<file path="src/rtl/con_window.sv">
// Purpose: 7x7 sliding-window generator feeding the convolution MAC; optional CON_WIN_SOF_EN adds a start-of-frame input.
// Latency: one cycle from an accepted pixel to the updated ima/enable/last.
// Backpressure: none; every pixel_valid beat is accepted, and idle beats freeze all state.
module con_window #(
    parameter int IMA = 8,
    parameter int K   = 7,
    parameter int COL = 28,
    parameter int ROW = 28
) (
    input  logic                 clk,
    input  logic                 rst_n,
    input  logic [IMA-1:0]       pix,
    input  logic                 pix_valid,
`ifdef CON_WIN_SOF_EN
    input  logic                 sof,
`endif
    output logic [IMA*K*K-1:0]   ima,
    output logic                 enable,
    output logic                 last
);

    localparam int CW = (COL > 1) ? $clog2(COL) : 1;
    localparam int RW = (ROW > 1) ? $clog2(ROW) : 1;
    localparam logic [CW-1:0] COL_MAX = CW'(COL - 1);
    localparam logic [RW-1:0] ROW_MAX = RW'(ROW - 1);
    localparam logic [CW-1:0] COL_MIN = CW'(K - 1);
    localparam logic [RW-1:0] ROW_MIN = RW'(K - 1);

    logic [CW-1:0]  col_q, col_d, col_eff;
    logic [RW-1:0]  row_q, row_d, row_eff;
    logic [IMA-1:0] lb_q  [K-1][COL];
    logic [IMA-1:0] lb_rd [K-1];
    logic [IMA-1:0] win_q [K][K];
    logic [IMA-1:0] win_d [K][K];
    logic           en_q, en_d;
    logic           last_q, last_d;
    logic           sof_acc;

`ifdef CON_WIN_SOF_EN
    assign sof_acc = pix_valid & sof;
`else
    assign sof_acc = 1'b0;
`endif

    // A start-of-frame beat is processed exactly as pixel (0,0).
    assign col_eff = sof_acc ? '0 : col_q;
    assign row_eff = sof_acc ? '0 : row_q;

    always_comb begin
        for (int j = 0; j < K - 1; j++) begin
            lb_rd[j] = lb_q[j][col_eff];
        end
    end

    always_comb begin
        col_d  = col_q;
        row_d  = row_q;
        win_d  = win_q;
        en_d   = 1'b0;
        last_d = 1'b0;
        if (pix_valid) begin
            if (col_eff == COL_MAX) begin
                col_d = '0;
                row_d = (row_eff == ROW_MAX) ? '0 : row_eff + RW'(1);
            end else begin
                col_d = col_eff + CW'(1);
                row_d = row_eff;
            end
            for (int r = 0; r < K; r++) begin
                for (int c = 0; c < K - 1; c++) begin
                    win_d[r][c] = win_q[r][c+1];
                end
            end
            for (int r = 0; r < K - 1; r++) begin
                win_d[r][K-1] = lb_rd[r];
            end
            win_d[K-1][K-1] = pix;
            // Left columns of a low col_cnt belong to the previous row, so mask them.
            en_d   = (row_eff >= ROW_MIN) && (col_eff >= COL_MIN);
            last_d = (row_eff == ROW_MAX) && (col_eff == COL_MAX);
        end
    end

    always_ff @(posedge clk or negedge rst_n) begin
        if (!rst_n) begin
            col_q  <= '0;
            row_q  <= '0;
            en_q   <= 1'b0;
            last_q <= 1'b0;
            for (int r = 0; r < K; r++) begin
                for (int c = 0; c < K; c++) begin
                    win_q[r][c] <= '0;
                end
            end
        end else begin
            col_q  <= col_d;
            row_q  <= row_d;
            en_q   <= en_d;
            last_q <= last_d;
            win_q  <= win_d;
        end
    end

    // Row buffers carry no reset: stale contents are never exposed past the validity mask.
    always_ff @(posedge clk) begin
        if (pix_valid) begin
            for (int j = 0; j < K - 2; j++) begin
                lb_q[j][col_eff] <= lb_rd[j+1];
            end
            lb_q[K-2][col_eff] <= pix;
        end
    end

    always_comb begin
        for (int r = 0; r < K; r++) begin
            for (int c = 0; c < K; c++) begin
                ima[(r*K+c)*IMA +: IMA] = win_q[r][c];
            end
        end
    end

    assign enable = en_q;
    assign last   = last_q;

endmodule

</file>
<file path="config.mk">
export PLATFORM = sky130hd
export DESIGN_NAME = con_window
export DESIGN_NICKNAME = d
export VERILOG_FILES = /design/src/rtl/con_window.sv
export SDC_FILE = /design/constraint.sdc
export NUM_CORES = 1
export LEC_CHECK = 0
export BUFFER_PORTS_ARGS = -buffer_cell sky130_fd_sc_hd__buf_2
export CORE_MARGIN = 5
export CORE_UTILIZATION = 45
export CTS_BUF_LIST = sky130_fd_sc_hd__clkbuf_4 sky130_fd_sc_hd__clkbuf_8 sky130_fd_sc_hd__clkbuf_16
export CTS_CLUSTER_DIAMETER = 40
export CTS_CLUSTER_SIZE = 28
export DETAILED_ROUTE_END_ITERATION = 10
export GPL_TIMING_DRIVEN = 0
export MAX_ROUTING_LAYER = met4
export PLACE_DENSITY = 0.61
export SYNTH_ARGS = -nofsm -noshare
export SYNTH_HDL_FRONTEND = slang
export SYNTH_SLANG_ARGS = --single-unit
</file>
<file path="constraint.sdc">
create_clock -name clk -period 8.9 [get_ports clk]
set_clock_uncertainty 0.05 [all_clocks]
set_input_delay 1.335 -clock clk [delete_from_list [all_inputs] [get_ports clk]]
set_output_delay 1.335 -clock clk [all_outputs]
set_load 0.05 [all_outputs]
</file>
# [Word-level counts from Yosys, hierarchy flattened]
# Memories as Yosys holds them, arrays and structs flattened.
# Cells that the tools add are included.
[totals] register_bits=404 ramBits=1344 in_bits=11 out_inout_bits=394 word_cells=93 memories=1
[mem_list] memory="lb_q" words=6 width=224 rd=6 rd_clocked_by_memory_dff=0 wr=6 line="31" text="logic [IMA-1:0] lb_q [K-1][COL];"
[classes] addsub=2 magnitude_cmp=4 n_eq_ne=2 muxes=26 bitwise=1 reduce_logical=4
[op_table] operator="$bmux W8 S5" n=6
[op_table] operator="$mux W224" n=1
[op_table] operator="$mux W8" n=13
[op_table] operator="$demux W8 S5" n=1
[op_table] operator="$add A5 B1 Y5 const B" n=2
[op_table] operator="$eq A5 B5 Y1 const B" n=2
[op_table] operator="$ge A5 B3 Y1 const B" n=2
[op_table] operator="$mux W5" n=2
[op_table] operator="$ge A6 B6 Y1 const B" n=1
[op_table] operator="$lt A6 B1 Y1 const B" n=1
[op_table] operator="$not A5 Y6" n=1
[op_table] operator="$logic_and A1 B1 Y1" n=3
[op_table] operator="$mux W1" n=3
[op_table] operator="$reduce_and A2 Y1" n=1

# [Depth between registers and ports, before layout]
# Gate-level depths: netlist of run 1.
[depth] word_depth=6 ltp_mapped=10 mapped_depth_nobuf=6

# [Least setup slack after synthesis of run 1]
# Ideal clock, no wire load.
[synth_timing] path_type="input -> register" startpoint="in pix_valid" endpoint="mem lb_q[0][120] (netlist name) (enable)" setup_time_ns=0.454 arrival_time_ns=4.402 required_time_ns=8.396 path_slack_ns=3.994 stages=5 path_buffers=3 path_cell_list="clkbuf_1 clkbuf_1 clkbuf_1 nand2_1 nor2_1"
[synth_lines] item="start, declared" line="13" text="input logic pix_valid,"
[synth_lines] item="end, declared" line="31"

==> key figures, run 1 <==
Route
  – Post-route ant nets: 0
  – TritonRoute pass-1 iters: 5
  – Wire length per cell: ~32 um
  – Via/cell ratio: roughly 6.0
  – Final WL: 194 mm
  – First DRT Iteration DRCs: 4252
  – Residual DRC count: 0
  – Via count: 36.7k

Die
  – IO Count: around 400
  – Die area: 0.155 mm^2
  – Std cell rows: 140
  – Die height: 394 um
  – Area of the core: ~0.15 mm^2
  – Die X-Extent: around 400 um
  – Initial Util: 0.454

Critical path
  – Critical Path Fanout Max: 15
  – Worst EP required: 9.36 ns
  – Crit end category: flip-flop
  – Crit path DAT: ~5.7 ns
  – Worst path bufs/invs: 5
  – Ordered list of cells on the worst path: clkbuf_1 -> clkbuf_1 -> clkbuf_1 -> nand2_1 -> nor2_4 -> buf_12 -> buf_16
  – Reg2reg setup slack: a little over 4 ns
  – Nature of the critical path startpoint: input pin
  – Top cell by count, worst path: clkbuf_1
  – Delay-heaviest family, CP: buffers and inverters
  – Crit Path Class: input pin to flip-flop
  – Slowest CP cell: clkbuf_1
  – Worst stage delay on the critical path: 0.99 ns

STA
  – RSZ-0062 raised after global routing: false
  – Final Max Tran Viols: 36
  – Fmax: roughly 190 MHz
  – Hold Violations, Final: 0
  – Period Utilization, post-route: 0.589
  – Slack of the critical path: between 3 and 4 ns
  – Max_slew headroom: -0.0734
  – Setup-failing EPs final: 0
  – Slew @ Worst Pin: 1.60 ns
  – Final Critical Period: 5.24 ns

Finish
  – Layout cells sized above 1: 0.361
  – Final non-filler cell area: 0.0791 mm^2
  – Fillcell total: 11.6k
  – Area Overhead vs Synth: 19.3%
  – NumNets Final: 4058

Yosys
  – Number of synthesized flops with an enable pin: 1344
  – Synth top area share: 0.609
  – Most numerous cell in the Yosys netlist: edfxtp_1
  – Synth cell types: 57
  – Most common library cells after synthesis: 1344 x edfxtp_1, 404 x dfrtp_1, 386 x mux2_2
  – Top_reg_cell synth: edfxtp_1
  – Dominant cell type by area after synthesis: edfxtp_1
  – Ys Warns: 0
  – Synth area leaders: edfxtp_1 61%, dfrtp_1 15%, mux2_2 6.6%
  – Syn_nets: 3392
  – Post-Syn Area per Cell: 19.6 um^2
  – Post-synth ARST share: 0.231
  – Yosys reg bits: about 1.7k
  – Cell count after synthesis: 3375
  – Register area share after synthesis: 0.761
  – Post-Syn Area: 0.0663 mm^2

CTS
  – CTS H-tree lvls: 4
  – Worst skew pair latency: 0.82 ns
  – Number of CTS-inserted buffers: 189
  – CTS Root Cell: clkbuf_16
  – Post_cts resized: 0
  – CTS tree: built
  – Clock-pin slew on the worst setup and hold paths: 0.06 ns
  – CTS Hold Bufs: 0
  – Clock tree buffer depth: 3
  – CTS Sinks: 1748
  – Total setup buffers inserted after CTS: 0

GRT
  – Initial antenna violation count: 6
  – First-pass GRT wire length: 274 mm
  – GRT Total Usage: 0.255
  – Largest net degree at the start of global routing: 122
  – Number of global-route vias before repair: between 30k and 40k
  – Grt ovf: 0

Pwr
  – Final Power: about 33 mW
  – Pwr/cell area: 416 mW/mm^2
  – LEAKAGE: between 20 and 30 nW
  – VDD IR max: 286 uV

Placement
  – Routability cong.: 0.835
  – Setup slack at placement: 2.99 ns
  – IO Port Bufs: slightly above 400
  – Post-DP Area: about 0.072 mm^2
  – DPL Wire Length: 130 mm

Job
  – Total of max-cap violations: 2

Worst hold path
  – Worst Hold Class: flip-flop to flip-flop

Outcome
  – Violated checks: capacitance limit, slew limit
  – Status: finished, violations left
-- metal layers --
| layer | vias up | share of wire | wire (um) | global-route usage |
|---|---|---|---|---|
| met3 | 365 | 0.093 | 18100 | 0.0491 |
| met1 | 19441 | 0.41 | 79000 | 0.350 |
| met4 | 0 | 0.033 | 6370 | 0.0820 |
| met2 | 1937 | 0.47 | 90600 | 0.388 |
| met5 | - | 0 | 0 | - |
| li1 | 14935 | - | - | - |
-- where the power goes --
group          leakage, nW  internal [mW]  switching [mW]
sequential            17.0           12.1           0.721
combinational         8.25           2.96            9.01
clock                 3.15           4.60            3.47
-- path summary, 6_finish.rpt --
kind                                        start                      to  depth (start not counted)
setup / recovery                        pix_valid  lb_q[5][124]$_DFFE_PP_                          7
hold / removal               ima[336]$_DFFE_PN0P_    ima[336]$_DFFE_PN0P_                          1
setup reg to reg           col_eff[1]$_DFFE_PN0P_    ima[329]$_DFFE_PN0P_                          8
hold reg to reg              ima[336]$_DFFE_PN0P_    ima[336]$_DFFE_PN0P_                          1
max in group asynchronous                   rst_n     ima[64]$_DFFE_PN0P_                          4
min in group asynchronous                   rst_n    ima[353]$_DFFE_PN0P_                          1
-- through the flow --
step                      cells   util  setup TNS, ns  hold WS (ns)
after floorplan            3375      -              0         0.425
after global placement     5695  0.484       -1468.99         0.435
after detailed placement   5766  0.496              0         0.440
after CTS                  6120  0.541              0         0.454
after global routing       6123  0.541              0         0.464
final                      6125  0.541              0         0.452
-- registers in the layout (all words and copies together), names as in the netlist --
name     cells
col_eff      5
enable       1
ima        392
last         1
lb_q      1344
row_eff      5
-- cell families after synthesis --
logic type / count (synthesis) / synth area share
adder cells (fa/ha/maj): 6 / 0.00113
XOR/XNOR: 4 / 0.000529
flip-flops: 1748 / 0.761
multiplexers: 897 / 0.173
AO/OA/AOI/OAI: 291 / 0.0306
AND/OR/NAND/NOR: 237 / 0.0183
buffers and inverters: 192 / 0.0148
-- final cells by class --
type	instances	area, um^2	share of cell area
well taps	1917	2400	0.0303
flip-flops and latches	1748	50500	0.638
diodes	4	10.0	0.000127
plain buffers	188	965	0.0122
clock inverters	139	1500	0.0190
inverters	4	15.0	0.000190
clock buffers	215	5000	0.0632
multi-input cells	1435	15100	0.192
repair buffers	475	3570	0.0451
-- cell usage in the layout, fill, tap and decap left out, drive strengths merged, types with 7 or more instances in the layout --
master / netlist / layout
a31oi: 7 / 7
o21ai: 12 / 12
a22oi: 101 / 101
nor2: 59 / 59
nand2: 45 / 45
nor2b: 9 / 9
mux4: 160 / 160
inv: 4 / 58
clkbuf: 76 / 291
dfrtp: 404 / 404
clkinvlp: 0 / 22
buf: 112 / 587
bufinv: 0 / 15
o22ai: 96 / 96
a21oi: 11 / 11
edfxtp: 1344 / 1344
a211oi: 37 / 37
mux2: 386 / 386
clkinv: 0 / 48
nor4: 8 / 8
mux2i: 351 / 351
nand3: 76 / 76
No activity file was read; power rests on OpenSTA's default activity.
==> inputs of run 2 (changes only) <==
PLACE_DENSITY = 0.63   (was 0.61)
clock period = 4.44 ns   (was 8.9 ns; I/O delays follow)
==> run 2 against run 1 <==
Against the previous run:
- the flow now finishes without violations
- worst hold slack worse by 0.13 ns
- clock power up 100%
- setup slack lost 3.6 ns
- register-to-register slack worse by 4.0 ns
- count of clock-buffer cells in the layout down 8
- non-clock buffer count grew 2
- critical path type is now flip-flop to flip-flop
==> key figures, run 2 (same netlist as run 1, synthesis figures left out) <==
STA
  – Period Utilization, post-route: 0.980
  – RSZ-0062 raised after global routing: false
  – Slack of the critical path: 0.0882 ns
  – Setup TNS: 0 ns
  – Hold Violations, Final: 0
  – WHS: between 0.3 and 0.4 ns
  – Setup-failing EPs final: 0
  – Final Critical Period: 4.35 ns
  – Max_slew headroom: 0.0336
  – Fmax: 230 MHz
  – Slew @ Worst Pin: 1.45 ns
  – Final Max Tran Viols: 0

CTS
  – CTS Sinks: 1748
  – Number of CTS-inserted buffers: 185
  – Total setup buffers inserted after CTS: 0
  – CTS tree: built
  – Worst skew pair latency: 0.83 ns
  – Clock tree buffer depth: 3
  – CTS H-tree lvls: 4
  – Clock-pin slew on the worst setup and hold paths: 0.07 ns
  – CTS Root Cell: clkbuf_16

Route
  – Final WL: 194 mm
  – TritonRoute pass-1 iters: 7
  – Via/cell ratio: roughly 6
  – Wire length per cell: 31.7 um
  – Post-route ant nets: 0
  – First DRT Iteration DRCs: 4712
  – Via count: 36.9k
  – Residual DRC count: 0

Critical path
  – CP startpoint: col_eff[0]$_DFFE_PN0P_
  – RR Startpoint: col_eff[0]$_DFFE_PN0P_
  – Reg2reg setup slack: 0.09 ns
  – Slowest CP cell: nand3_1
  – Delay-heaviest family, CP: simple AND/OR/NAND/NOR gates
  – Crit Path Class: flip-flop to flip-flop
  – Worst flop-to-flop path endpoint: ima[219]$_DFFE_PN0P_
  – Crit path DAT: ~5 ns
  – FF-to-FF path depth: 8
  – Nature of the critical path startpoint: flip-flop
  – Critical Path Fanout Max: 29
  – Worst stage delay on the critical path: slightly below 0.9 ns
  – Ordered list of cells on the worst path: buf_6 -> nand4bb_1 -> clkbuf_2 -> clkbuf_1 -> o22ai_1 -> nor4_1 -> nand3_1 -> mux2_2
  – Worst EP required: just over 5 ns
  – Crit end category: flip-flop
  – Worst path bufs/invs: 3

Worst hold path
  – Worst Hold Class: input pin to flip-flop
  – Hold EP: lb_q[5][90]$_DFFE_PP_
  – Hold Path Depth: 1
  – Critical hold path startpoint: pix[2]

Finish
  – Layout cells sized above 1: 0.368
  – Multi-input logic area: 0.0153 mm^2
  – Most common cell after layout, fill and taps aside: edfxtp_1
  – Area Overhead vs Synth: 19.7%
  – Largest Register: lb_q
  – Most frequent cells in the layout: 1344 x edfxtp_1, 476 x buf_2, 404 x dfrtp_1
  – NumNets Final: 4056
  – Fillcell total: between 10k and 15k
  – Layout Utilization: 0.543
  – FF+latch area: 0.0505 mm^2
  – Max reg flops: 1344

GRT
  – Number of global-route vias before repair: 36.2k
  – Grt ovf: 0
  – Initial antenna violation count: 8
  – First-pass GRT wire length: 274 mm
  – GRT Total Usage: 0.254
  – Largest net degree at the start of global routing: approximately 120

Die
  – Area of the core: about 0.15 mm^2
  – IO Count: around 410
  – Std cell rows: 140
  – Die X-Extent: 394 um
  – Die height: between 300 and 400 um
  – Die area: 0.155 mm^2
  – Initial Util: 0.454

Job
  – Total of max-cap violations: 0

Pwr
  – LEAKAGE: 28.5 nW
  – Final Power: 66.0 mW
  – Pwr/cell area: 832 mW/mm^2
  – VDD IR max: 578 uV
  – Sequential power share: 0.389
  – Sw Ratio: 0.406
  – Psw: 26.8 mW
  – Pint: 39.2 mW
  – Logic pwr share: 0.364
  – Clock share of power: 0.246

Placement
  – Setup slack at placement: -0.917 ns
  – DPL Wire Length: 129 mm
  – IO Port Bufs: 403
  – Routability cong.: about 0.83

Outcome
  – Status: completed
-- run 2: cell types whose count changed in the layout (fill, tap and decap cells not counted), sizes merged --
| cell | before | now |
|---|---|---|
| inv | 58 | 73 |
| buf | 587 | 588 |
| clkinvlp | 22 | 15 |
| diode | 4 | 5 |
| clkbuf | 291 | 281 |
| clkdlybuf4s15 | 0 | 2 |
| bufinv | 15 | 12 |
| clkinv | 48 | 42 |
| dlygate4sd3 | 0 | 1 |
-- run 2: power by group through the flow --
stage	logic, mW	clock network [mW]	registers, mW
global placement	22.8	0	26.3
finish	24.0	16.2	25.7
global route	24.8	17.2	26.0
detailed placement	23.7	0	26.2
floorplan	8.73	0	31.5
CTS	23.9	16.4	25.8
-- run 2: worst max path at each step --
stage	endpoint	slack (ns)	cells past startpoint
floorplan	lb_q[0][120]$_DFFE_PP_	0.20	5
global placement	ima[69]$_DFFE_PN0P_	-5.63	1
detailed placement	lb_q[3][62]$_DFFE_PP_	-0.92	7
CTS	lb_q[1][110]$_DFFE_PP_	0.009	7
global route	ima[110]$_DFFE_PN0P_	0.07	8
finish	ima[219]$_DFFE_PN0P_	0.09	8
-- run 2: per-layer routing --
layer / vias up / routed length, um / GRT usage
met3: 376 / 20600 / 0.0536
met1: 19522 / 76300 / 0.348
met4: 0 / 6250 / 0.0775
met5: - / 0 / -
met2: 2084 / 90900 / 0.388
li1: 14937 / - / -
-- run 2: layout make-up --
type / count / share of cell area
repair buffers: 477 / 0.0463
diodes: 5 / 0.000158
flip-flops and latches: 1748 / 0.636
clock buffers: 207 / 0.0618
clock inverters: 138 / 0.0202
plain buffers: 188 / 0.0124
multi-input cells: 1435 / 0.192
well taps: 1917 / 0.0302
inverters: 4 / 0.000189
-- run 2: per-stage QoR --
step / cells / cell area (um^2)
after floorplan: 3375 / 66300
after global placement: 5695 / 70700
after detailed placement: 5768 / 72600
after CTS: 6114 / 79200
after global routing: 6114 / 79300
final: 6119 / 79300
-- run 2: worst reg2reg max path: stages, from the launching register on --
cell and delay (ns):
dfrtp_1 0.40, buf_6 0.17, nand4bb_1 0.24, clkbuf_2 0.33
clkbuf_1 0.83, o22ai_1 0.34, nor4_1 0.32, nand3_1 0.89
mux2_2 0.67
-- run 2: timing repair --
item / in CTS / in global routing
setup endpoints to repair: 259 / 235
hold buffers: 1 / 0
hold endpoints to repair: 114 / 0
cloned: 0 / 0
gates resized for setup: 17 / 18
